## src/rtl/instr_encoder_if.sv

```systemverilog
// Request/response bundle between an instruction source and the MIPS encoder.
// Request side: in_valid/in_ready handshake with the mnemonic select and raw fields.
// Response side: out_valid/out_ready handshake carrying the encoded word and its address.
interface instr_encoder_if #(
    parameter int ADDR_WIDTH = 6
);
    logic                  in_valid;
    logic                  in_ready;
    logic [3:0]            in_sel;
    logic [4:0]            in_rs;
    logic [4:0]            in_rt;
    logic [4:0]            in_rd;
    logic [4:0]            in_shamt;
    logic [5:0]            in_funct;
    logic [15:0]           in_imm;
    logic [25:0]           in_target;

    logic                  out_valid;
    logic                  out_ready;
    logic [31:0]           out_instr;
    logic [ADDR_WIDTH-1:0] out_addr;

    // Encoder side
    modport slave (
        input  in_valid, in_sel, in_rs, in_rt, in_rd, in_shamt,
               in_funct, in_imm, in_target, out_ready,
        output in_ready, out_valid, out_instr, out_addr
    );

    // Source / memory-writer side
    modport master (
        output in_valid, in_sel, in_rs, in_rt, in_rd, in_shamt,
               in_funct, in_imm, in_target, out_ready,
        input  in_ready, out_valid, out_instr, out_addr
    );
endinterface

```

## src/rtl/instr_encoder.sv

```systemverilog
// Encodes mnemonic select plus fields into a 32-bit MIPS word with a running word address.
// Latency: one cycle from accept to out_valid; one-entry output register, no bubble.
// Backpressure: in_ready = !out_valid || out_ready; word/address held while stalled.
//
// Ports: clk, reset (sync, active-high); bus (slave modport: request and response
// channels); err_invalid (sticky, an invalid select was accepted); word_count
// (saturating count of transferred words).
module instr_encoder #(
    parameter int ADDR_WIDTH = 6,
    parameter int BASE_ADDR  = 0
) (
    input  logic                clk,
    input  logic                reset,
    instr_encoder_if.slave      bus,
    output logic                err_invalid,
    output logic [ADDR_WIDTH:0] word_count
);
    localparam logic [ADDR_WIDTH-1:0] BASE = ADDR_WIDTH'(BASE_ADDR);

    logic                  out_valid_q, out_valid_d;
    logic [31:0]           out_instr_q, out_instr_d;
    logic [ADDR_WIDTH-1:0] addr_q,      addr_d;
    logic                  err_q,       err_d;
    logic [ADDR_WIDTH:0]   count_q,     count_d;

    logic        enc_vld;
    logic [31:0] enc_word;
    logic        accept;
    logic        xfer;

    assign bus.in_ready  = ~out_valid_q | bus.out_ready;
    assign accept        = bus.in_valid & bus.in_ready;
    assign xfer          = out_valid_q & bus.out_ready;

    assign bus.out_valid = out_valid_q;
    assign bus.out_instr = out_instr_q;
    assign bus.out_addr  = addr_q;
    assign err_invalid   = err_q;
    assign word_count    = count_q;

    // Field packing per mnemonic; selects 10-15 flag enc_vld low.
    always_comb begin
        enc_vld  = 1'b1;
        enc_word = 32'h0;
        case (bus.in_sel)
            4'd0: enc_word = {6'h00, bus.in_rs, bus.in_rt, bus.in_rd, bus.in_shamt, bus.in_funct};
            4'd1: enc_word = {6'h08, bus.in_rs, bus.in_rt, bus.in_imm};
            4'd2: enc_word = {6'h0D, bus.in_rs, bus.in_rt, bus.in_imm};
            4'd3: enc_word = {6'h0F, 5'd0,      bus.in_rt, bus.in_imm}; // LUI has no source register
            4'd4: enc_word = {6'h0C, bus.in_rs, bus.in_rt, bus.in_imm};
            4'd5: enc_word = {6'h04, bus.in_rs, bus.in_rt, bus.in_imm};
            4'd6: enc_word = {6'h05, bus.in_rs, bus.in_rt, bus.in_imm};
            4'd7: enc_word = {6'h23, bus.in_rs, bus.in_rt, bus.in_imm};
            4'd8: enc_word = {6'h2B, bus.in_rs, bus.in_rt, bus.in_imm};
            4'd9: enc_word = {6'h02, bus.in_target};
            default: begin
                enc_vld  = 1'b0;
                enc_word = 32'h0;
            end
        endcase
    end

    always_comb begin
        out_valid_d = out_valid_q;
        out_instr_d = out_instr_q;
        addr_d      = addr_q;
        err_d       = err_q;
        count_d     = count_q;

        // A transfer retires the current word and advances the address.
        if (xfer) begin
            out_valid_d = 1'b0;
            addr_d      = addr_q + 1'b1;
            if (count_q != '1) begin
                count_d = count_q + 1'b1;
            end
        end

        // An accept can only happen with the register empty or draining this cycle,
        // so installing a new word here never overwrites an untransferred one.
        if (accept) begin
            if (enc_vld) begin
                out_valid_d = 1'b1;
                out_instr_d = enc_word;
            end else begin
                err_d = 1'b1;
            end
        end
    end

    always_ff @(posedge clk) begin
        if (reset) begin
            out_valid_q <= 1'b0;
            out_instr_q <= 32'h0;
            addr_q      <= BASE;
            err_q       <= 1'b0;
            count_q     <= '0;
        end else begin
            out_valid_q <= out_valid_d;
            out_instr_q <= out_instr_d;
            addr_q      <= addr_d;
            err_q       <= err_d;
            count_q     <= count_d;
        end
    end
endmodule

```

## src/flat_wrapper.sv

```systemverilog
// flat-port wrapper written by rule: the top's interface ports become plain ports
module instr_encoder_flat 
#(
    parameter int ADDR_WIDTH = 6,
    parameter int BASE_ADDR  = 0
)
  (clk, reset, err_invalid, word_count, bus_in_valid, bus_in_sel, bus_in_rs, bus_in_rt, bus_in_rd, bus_in_shamt, bus_in_funct, bus_in_imm, bus_in_target, bus_out_ready, bus_in_ready, bus_out_valid, bus_out_instr, bus_out_addr);
  instr_encoder_if #(.ADDR_WIDTH(ADDR_WIDTH)) bus_i ();
  input  logic clk;
  input  logic reset;
  output logic err_invalid;
  output logic [ADDR_WIDTH:0] word_count;
  input wire logic [$bits(bus_i.in_valid)-1:0] bus_in_valid;
  input wire logic [$bits(bus_i.in_sel)-1:0] bus_in_sel;
  input wire logic [$bits(bus_i.in_rs)-1:0] bus_in_rs;
  input wire logic [$bits(bus_i.in_rt)-1:0] bus_in_rt;
  input wire logic [$bits(bus_i.in_rd)-1:0] bus_in_rd;
  input wire logic [$bits(bus_i.in_shamt)-1:0] bus_in_shamt;
  input wire logic [$bits(bus_i.in_funct)-1:0] bus_in_funct;
  input wire logic [$bits(bus_i.in_imm)-1:0] bus_in_imm;
  input wire logic [$bits(bus_i.in_target)-1:0] bus_in_target;
  input wire logic [$bits(bus_i.out_ready)-1:0] bus_out_ready;
  output wire logic [$bits(bus_i.in_ready)-1:0] bus_in_ready;
  output wire logic [$bits(bus_i.out_valid)-1:0] bus_out_valid;
  output wire logic [$bits(bus_i.out_instr)-1:0] bus_out_instr;
  output wire logic [$bits(bus_i.out_addr)-1:0] bus_out_addr;
  assign bus_i.in_valid = bus_in_valid;
  assign bus_i.in_sel = bus_in_sel;
  assign bus_i.in_rs = bus_in_rs;
  assign bus_i.in_rt = bus_in_rt;
  assign bus_i.in_rd = bus_in_rd;
  assign bus_i.in_shamt = bus_in_shamt;
  assign bus_i.in_funct = bus_in_funct;
  assign bus_i.in_imm = bus_in_imm;
  assign bus_i.in_target = bus_in_target;
  assign bus_i.out_ready = bus_out_ready;
  assign bus_in_ready = bus_i.in_ready;
  assign bus_out_valid = bus_i.out_valid;
  assign bus_out_instr = bus_i.out_instr;
  assign bus_out_addr = bus_i.out_addr;
  instr_encoder #(.ADDR_WIDTH(ADDR_WIDTH), .BASE_ADDR(BASE_ADDR)) u_core (.clk(clk), .reset(reset), .bus(bus_i), .err_invalid(err_invalid), .word_count(word_count));
endmodule
```

## config.mk

```make
export PLATFORM = sky130hd
export DESIGN_NAME = instr_encoder_flat
export DESIGN_NICKNAME = d
export VERILOG_FILES = /design/src/rtl/instr_encoder_if.sv /design/src/rtl/instr_encoder.sv /design/src/flat_wrapper.sv
export SDC_FILE = /design/constraint.sdc
export NUM_CORES = 1
export LEC_CHECK = 0
export BUFFER_PORTS_ARGS = -buffer_cell sky130_fd_sc_hd__clkbuf_2
export CORE_UTILIZATION = 44
export DETAILED_ROUTE_END_ITERATION = 10
export PLACE_DENSITY_LB_ADDON = 0.25
export SLEW_MARGIN = 20
export SYNTH_ARGS = -nofsm -noshare
export SYNTH_HDL_FRONTEND = slang
export SYNTH_SLANG_ARGS = --single-unit
```

## constraint.sdc

```tcl
create_clock -name clk -period 1.9 [get_ports clk]
set_input_delay 0.38 -clock clk [delete_from_list [all_inputs] [get_ports clk]]
set_output_delay 0.38 -clock clk [all_outputs]
set_load 0.02 [all_outputs]
```

Word level (Yosys, flattened, before mapping) --
Cells that the tools add are included.
Word-level totals: bits of input ports 76, bits in latches 0, memories 0, register bits after elaboration 47, output and inout bits 48, memory bits (read-only) 0, memory bits (writable) 0
Operators by class: shift-type cells 0, multipliers 0, magnitude comparators 0, add/sub/neg operators 2, bitwise operators 5, eq/ne operators 10, muxes and demuxes 5, divide/modulo/power cells 0, reduce and logical (&&, ||, !) cells 5
Operators with widths (count):
- one-hot mux 32 bit (10 select lines) | 1
- == test 4 x 3 -> 1 bit (second input constant) | 4
- OR reduction 10 bit | 1
- == test 4 x 2 -> 1 bit (second input constant) | 2
- == test 4 bit (second input constant) | 2
- adder 7 x 1 -> 7 bit (second input constant) | 1
- != test 7 bit (second input constant) | 1
- adder 6 x 1 -> 6 bit (second input constant) | 1
- AND reduction 2 bit | 3
- == test 4 x 1 -> 1 bit (second input constant) | 1
- zero test 4 bit | 1
- two-way mux 1 bit | 4
- AND 1 bit | 2
- NOT 1 bit | 2
- bitwise OR 1 bit | 1

Logic depth before layout (Yosys ltp) --
Gate-level depths: netlist (run 1).
word-level depth 5, mapped depth 7

Worst setup path before layout (run 1) --
Ideal clock, no wire load.
kind register -> register, from reg u_core.count_q[0] (netlist: u_core.word_count[0]), to reg u_core.count_q[5] (netlist: u_core.word_count[5]), arrival time 1.558 ns, cell stages (with the launch flop) 7, clock period less this slack 1.685 ns, path slack 0.215 ns, path through dfxtp_1 > ha_1 > and4_1 > clkbuf_1 > a2111oi_2 > xnor2_1 > nor2_1
On the way: longest elaborated chain between the ends 2
RTL lines:
- start: declaration | RTL line instr_encoder.sv:24 | logic [ADDR_WIDTH:0] count_q, count_d;
- start signal: assignment | RTL line instr_encoder.sv:103 | count_q <= count_d;
- parallel branches: the longest is 2 deep, another holds adder 7 x 1 -> 7 bit
Parallel ways; which one is timed is not known. A chain may end at the register's enable or synchronous reset.

Worst setup path after layout (run 1) --
from reg u_core.out_valid_q (netlist: u_core.bus.out_valid), to out bus_in_ready
On the way: longest elaborated chain between the ends 2
RTL lines:
- start: declaration | RTL line instr_encoder.sv:20 | logic out_valid_q, out_valid_d;
- start signal: assignment | RTL line instr_encoder.sv:99 | out_valid_q <= out_valid_d;
- NOT 1 bit | RTL line instr_encoder.sv:31 | assign bus.in_ready = ~out_valid_q | bus.out_ready;
- bitwise OR 1 bit | RTL line instr_encoder.sv:31
- end: declaration | RTL line flat_wrapper.sv:23 | output wire logic [$bits(bus_i.in_ready)-1:0] bus_in_ready;
Every way passes these cells.

==> impl_metrics.csv, run 1 <==
group,metric,value,unit
die,core-area,4720,µm²
synthesis,synthDistinctLibCells,45,
layout,stdcell_count,415,
power,p_int,1500,µW
sta,skew,0.00485,ns
drt,routed-via-count,2216,
sta,worst_pin_slew,0.623,ns
global_route,grt_max_degree,49,
run_status,outcome,"finished, final reports clean",
place,post-dp-hpwl,4130,µm
global_route,met3_usage,5.97,%
clock_tree,cts_setup_buffers,0,
die,start_util,45.8,%
clock_tree,cts.sinks,46,
min_path,min_path_type,"input port to flip-flop",
clock_tree,clk_pin_slew_worst_paths,0.08,ns
clock_tree,htreeDepth,2,
power,p_leak,0.00133,µW
clock_tree,clock_path_buffers,2,
drt,drc_errors,0,
sta,period_minus_slack,1.67,ns
place,io_buffers,122,
power,switching_share,28.5,%
power,clkPwrFrac,27.6,%
synthesis,ys_seq_elements,46,
place,place_congestion,0.751,
worst_setup_path,cp_max_fo,5,
layout,num_antenna_cells,0,
synthesis,yosysWarnings,0,
synthesis,synth_cells,230,
global_route,grt-ovfl-total,0,
synthesis,synth_edf_count,0,
sta,worst_slack,0.230,ns
layout,syn_to_final_growth,37.3,%
sta,finalCritPeriodShare,87.9,%
global_route,globalRouteMet1Util,26.8,%
sta,rsz0062_at_grt,"no",
synthesis,async_flop_share,0,%
global_route,grt_pass1_wl,8900,µm
drt,wire_per_inst,13.1,µm
die,dieArea,5200,µm²
layout,layout-drive-gt1-share,45.1,%
drt,ant_nets,0,
drt,viasPerCell,5.34,
place,dp_cells,409,
power,p_seq_share,50.0,%
die,row_count,25,
sta,slew_headroom,58.5,%
clock_tree,clk_latency,0.29,ns
flow_run,cap_violations,0,
clock_tree,root_buffer,"clkbuf_8",
global_route,grt-busiest-layer,"met2",
power,p_sw,600,µW
worst_setup_path,cp-end-kind,"primary output",
drt,drtIter0Drc,119,
sta,setup_viol,0,
clock_tree,cts_buffers,5,
power,ir_drop,0.397,mV
synthesis,syn_area_per_cell,9.40,µm²
worst_setup_path,crit_type,"flip-flop to primary output",
synthesis,ys.flop_type,"dfxtp_1",
worst_setup_path,crit_required,1.52,ns
global_route,grt_antenna_before_repair,0,
die,die_w,72.1,µm
sta,setup_tns,0,ns
global_route,grt_pass1_vias,2023,
drt,wirelength,5450,µm
sta,drv_slew,0,
layout,final_util,62.9,%
global_route,use_met2,36.2,%
worst_setup_path,cp-start-kind,"flip-flop",
place,dp_slack,0.116,ns
worst_setup_path,arrival,1.29,ns
drt,dr.pass1.iters,7,
power,power.density,709,nW/µm²
synthesis,seq_area_frac_synth,42.6,%
die,io_pins,124,
die,die_h,72.1,µm
synthesis,syn_nets,308,
sta,hold_violations,0,
global_route,grt_util_all_layers,21.5,%
sta,timing.hold.ws,0.325,ns
sta,max_freq,599,MHz
synthesis,synth_area,2160,µm²
power,pwr-share-comb,22.3,%
clock_tree,cts_tree,"yes",
layout,nNetsFinal,427,
==> critical path: stages, from the launching register on <==
cell and delay (ns):
dfxtp_1 0.39, nor2b_2 0.30, inv_1 0.14, clkbuf_2 0.18
==> what timing repair did <==
item	CTS	global route
setup endpoints to repair	0	1
hold buffers	0	0
hold endpoints to repair	0	0
resized for setup	0	1
==> area by class of cell <==
| type | count | area [µm²] |
|---|---|---|
| clock buffer | 6 | 82.6 |
| fill | 428 | 1750 |
| inverter | 2 | 7.51 |
| multi-input combinational | 159 | 1130 |
| sequential | 46 | 921 |
| tap | 67 | 83.8 |
| timing repair buffer | 135 | 746 |
==> cells in the final DEF, fill, tap and decap left out, types with 2 or more instances in the layout <==
cell type and count:
o22ai_1 2, ha_1 2, nor3_1 12, a31oi_1 2, a221oi_2 8, nand2_1 10
buf_12 3, xnor2_1 4, a311oi_1 3, a222oi_1 16, nor2_1 42, nand3_1 2
dfxtp_1 46, a221oi_1 2, nand4_1 2, xor2_1 6, clkbuf_8 6, a211oi_1 19
buf_4 10, a21oi_1 5, clkbuf_2 122
==> sequential cells by signal, indices dropped and copies added, names as in the netlist <==
name / flops
u_core.bus.out_instr: 31
u_core.bus.out_valid: 1
u_core.bus.out_addr: 6
u_core.err_invalid: 1
u_core.word_count: 7
==> logic make-up (layout without fill, tap and decap cells) <==
kind of cell | after synthesis | in the layout | synth area share [%]
AO/OA/AOI/OAI | 64 | 64 | 27.0
XOR/XNOR | 10 | 10 | 4.05
adder cells (fa/ha/maj) | 2 | 2 | 1.16
buffers and inverters | 25 | 143 | 6.31
flip-flops | 46 | 46 | 42.6
multiplexers | 1 | 1 | 0.463
other | 1 | 1 | 0.173
AND/OR/NAND/NOR | 81 | 81 | 18.3
==> worst paths after layout <==
check / from / slack [ns] / end / depth (start not counted)
max reg2reg: u_core.word_count[0] / 0.29 / u_core.word_count[5] / 5
min: bus_in_valid / 0.33 / u_core.bus.out_instr[28] / 2
min reg2reg: u_core.bus.out_instr[29] / 0.46 / u_core.bus.out_instr[29] / 2
max: u_core.bus.out_valid / 0.23 / bus_in_ready / 3
==> cell usage after synthesis, types with 2 or more instances <==
master,n,share of area (%)
buf_4,3,1.0
xor2_1,6,2.4
xnor2_1,4,1.6
a21oi_1,5,1.2
nand4_1,2,0.58
a311oi_1,3,1.2
clkbuf_1,9,1.6
nor3_1,12,2.8
a31oi_1,2,0.58
a221oi_1,2,0.81
a211oi_1,19,6.6
nand3_1,2,0.46
a222oi_1,16,7.4
o22ai_1,2,0.58
buf_2,7,1.6
dfxtp_1,46,43
nor2_1,42,7.3
buf_6,3,1.6
nor2b_1,2,0.58
a221oi_2,8,5.6
ha_1,2,1.2
nand2_1,10,1.7
==> metrics by stage <==
step	cell area, µm²	power (µW)
final	2970	2100
after global routing	2970	2220
after CTS	2970	2130
after detailed placement	2880	1550
after global placement	2880	1540
after floorplan	2160	1350
==> power groups by stage <==
stage                     registers (µW)  logic, µW  clock network, µW
after CTS                           1050        473                601
after global routing                1060        514                645
after global placement              1070        465                  0
after floorplan                     1140        205                  0
final                               1050        470                582
after detailed placement            1070        472                  0
==> per-layer routing <==
layer / up-vias / wire length (µm)
met5: - / 0
met4: 0 / 65
met3: 6 / 399
met2: 84 / 2590
met1: 1014 / 2390
li1: 1112 / -
Power figures use the tool's default switching activity.
==> run 2, diff against run 1 <==
--- a/config.mk
+++ b/config.mk
@@ -6,6 +6,7 @@
 export NUM_CORES = 1
 export LEC_CHECK = 0
 export BUFFER_PORTS_ARGS = -buffer_cell sky130_fd_sc_hd__clkbuf_2
+export CORE_ASPECT_RATIO = 1.25
 export CORE_UTILIZATION = 44
 export DETAILED_ROUTE_END_ITERATION = 10
 export PLACE_DENSITY_LB_ADDON = 0.25
==> run 2 against run 1 <==
Effect of this change: clock power up 3%; combinational power decreased by 0.9%; setup slack worse by 0.14 ns; final cell count shrank 1.4%; global-route usage is 0.71 points lower; clock-buffer cell count increased by 1; design area down 0.76%; routed wire length grew 1.3%; clock skew fell by 0.00051 ns; sequential power about the same; via count grew 2.7%.
==> impl_metrics.csv, run 2 (synthesized netlist as in run 1, its figures left out) <==
group,metric,value,unit
power,switching_share,28.6,%
sta,hold_violations,0,
place,post-dp-hpwl,4240,µm
layout,fillers,432,
power,clkPwrFrac,28.4,%
layout,final_cell_mix,"clkbuf_2, dfxtp_1, nor2_1",
clock_tree,root_buffer,"clkbuf_8",
worst_setup_path,crit_type,"flip-flop to primary output",
drt,dr.pass1.iters,7,
layout,largest_register_ffs,31,
worst_setup_path,r2r_slack,0.27,ns
run_status,outcome,"finished, final reports clean",
worst_setup_path,arrival,1.43,ns
sta,rsz0062_at_grt,"no",
drt,viasPerCell,5.56,
drt,ant_nets,0,
power,power.density,719,nW/µm²
worst_setup_path,cp_max_fo,5,
clock_tree,cts_tree,"yes",
global_route,grt_pass1_wl,8580,µm
clock_tree,cts_hold_buf,0,
layout,stdcell_area,2950,µm²
place,place_congestion,0.754,
die,start_util,45.7,%
flow_run,cap_violations,0,
clock_tree,clock_path_buffers,2,
sta,worst_pin_slew,0.634,ns
drt,drc_errors,0,
power,pwr-share-comb,22.0,%
power,ir_drop,0.462,mV
worst_setup_path,cp-start-kind,"flip-flop",
place,io_buffers,122,
drt,routed-via-count,2275,
die,row_count,28,
power,p_leak,0.00133,µW
drt,drtIter0Drc,128,
clock_tree,cts_setup_buffers,0,
power,p_seq_share,49.7,%
power,p_sw,606,µW
layout,nNetsFinal,426,
power,p_int,1510,µW
place,dpl-instance-area,2860,µm²
clock_tree,cts.sinks,46,
sta,setup_viol,0,
layout,final_common_cell,"clkbuf_2",
sta,drv_slew,0,
sta,finalCritPeriodShare,95.3,%
clock_tree,cts_resized,0,
clock_tree,cts_buffers,5,
die,io_pins,124,
layout,syn_to_final_growth,36.3,%
sta,period_minus_slack,1.81,ns
global_route,grt-ovfl-total,0,
sta,max_freq,552,MHz
layout,layout-drive-gt1-share,44.7,%
clock_tree,clk_pin_slew_worst_paths,0.08,ns
min_path,min_path_type,"input port to flip-flop",
drt,wire_per_inst,13.5,µm
clock_tree,clk_latency,0.29,ns
global_route,grt_max_degree,31,
sta,skew,0.00434,ns
global_route,grt_util_all_layers,20.8,%
die,die_h,80.4,µm
global_route,grt_antenna_before_repair,0,
die,dieArea,5200,µm²
clock_tree,htreeDepth,2,
worst_setup_path,cp-end-kind,"primary output",
die,core-area,4730,µm²
worst_setup_path,crit_required,1.52,ns
sta,slew_headroom,57.7,%
global_route,grt_pass1_vias,1927,
sta,setup_tns,0,ns
layout,num_antenna_cells,0,
die,die_w,64.7,µm
drt,wirelength,5520,µm
-- run 2: changes by cell type in the layout (fill, tap and decap cells not counted), sizes merged --
cell / previous run / this run
clkbuf: 128 / 129
clkinv: 1 / 2
buf: 13 / 12
-- run 2: worst paths after layout --
check,start,to,cells after the start
max,u_core.bus.out_valid,bus_in_ready,3
min,bus_in_valid,u_core.bus.out_instr[28],2
max reg2reg,u_core.word_count[0],u_core.word_count[5],5
min reg2reg,u_core.bus.out_instr[29],u_core.bus.out_instr[29],2
-- run 2: power groups by stage --
| stage | Clock, µW | Combinational, µW | Sequential, µW |
|---|---|---|---|
| after detailed placement | 0 | 467 | 1070 |
| after floorplan | 0 | 205 | 1140 |
| after CTS | 624 | 468 | 1050 |
| after global routing | 676 | 504 | 1060 |
| final | 601 | 466 | 1050 |
| after global placement | 0 | 461 | 1070 |
-- run 2: critical path: stages, from the launching register on --
cell	delay [ns]
dfxtp_1	0.39
nor2b_1	0.39
inv_1	0.15
clkbuf_2	0.20
-- run 2: metrics by stage --
stage | hold WS [ns] | std cells | utilization, % | total power, µW | worst slack, ns
after floorplan | 0.489 | 230 | - | 1350 | 0.215
after global placement | 0.440 | 401 | 60.4 | 1530 | 0.193
after detailed placement | 0.444 | 401 | 60.4 | 1540 | 0.147
after CTS | 0.308 | 409 | 62.3 | 2140 | 0.0934
after global routing | 0.344 | 409 | 62.3 | 2240 | 0.0478
final | 0.322 | 409 | 62.3 | 2120 | 0.0896
-- run 2: layout make-up --
| class | instances | area [µm²] | share of cell area (%) |
|---|---|---|---|
| Sequential cell | 46 | 921 | 31.3 |
| Inverter | 2 | 7.51 | 0.255 |
| Tap cell | 60 | 75.1 | 2.55 |
| Multi-Input combinational cell | 159 | 1130 | 38.2 |
| Clock inverter | 1 | 5.00 | 0.170 |
| Timing Repair Buffer | 134 | 726 | 24.6 |
| Clock buffer | 7 | 86.3 | 2.93 |
-- run 2: routing by layer --
metal  track usage (%)  vias up  share of wire, %
met4              8.44        0               1.5
met5                 0        -                 0
met3              3.98        8               5.8
met1              24.5     1062                41
li1                  -     1112                 -
met2              36.5       93                51
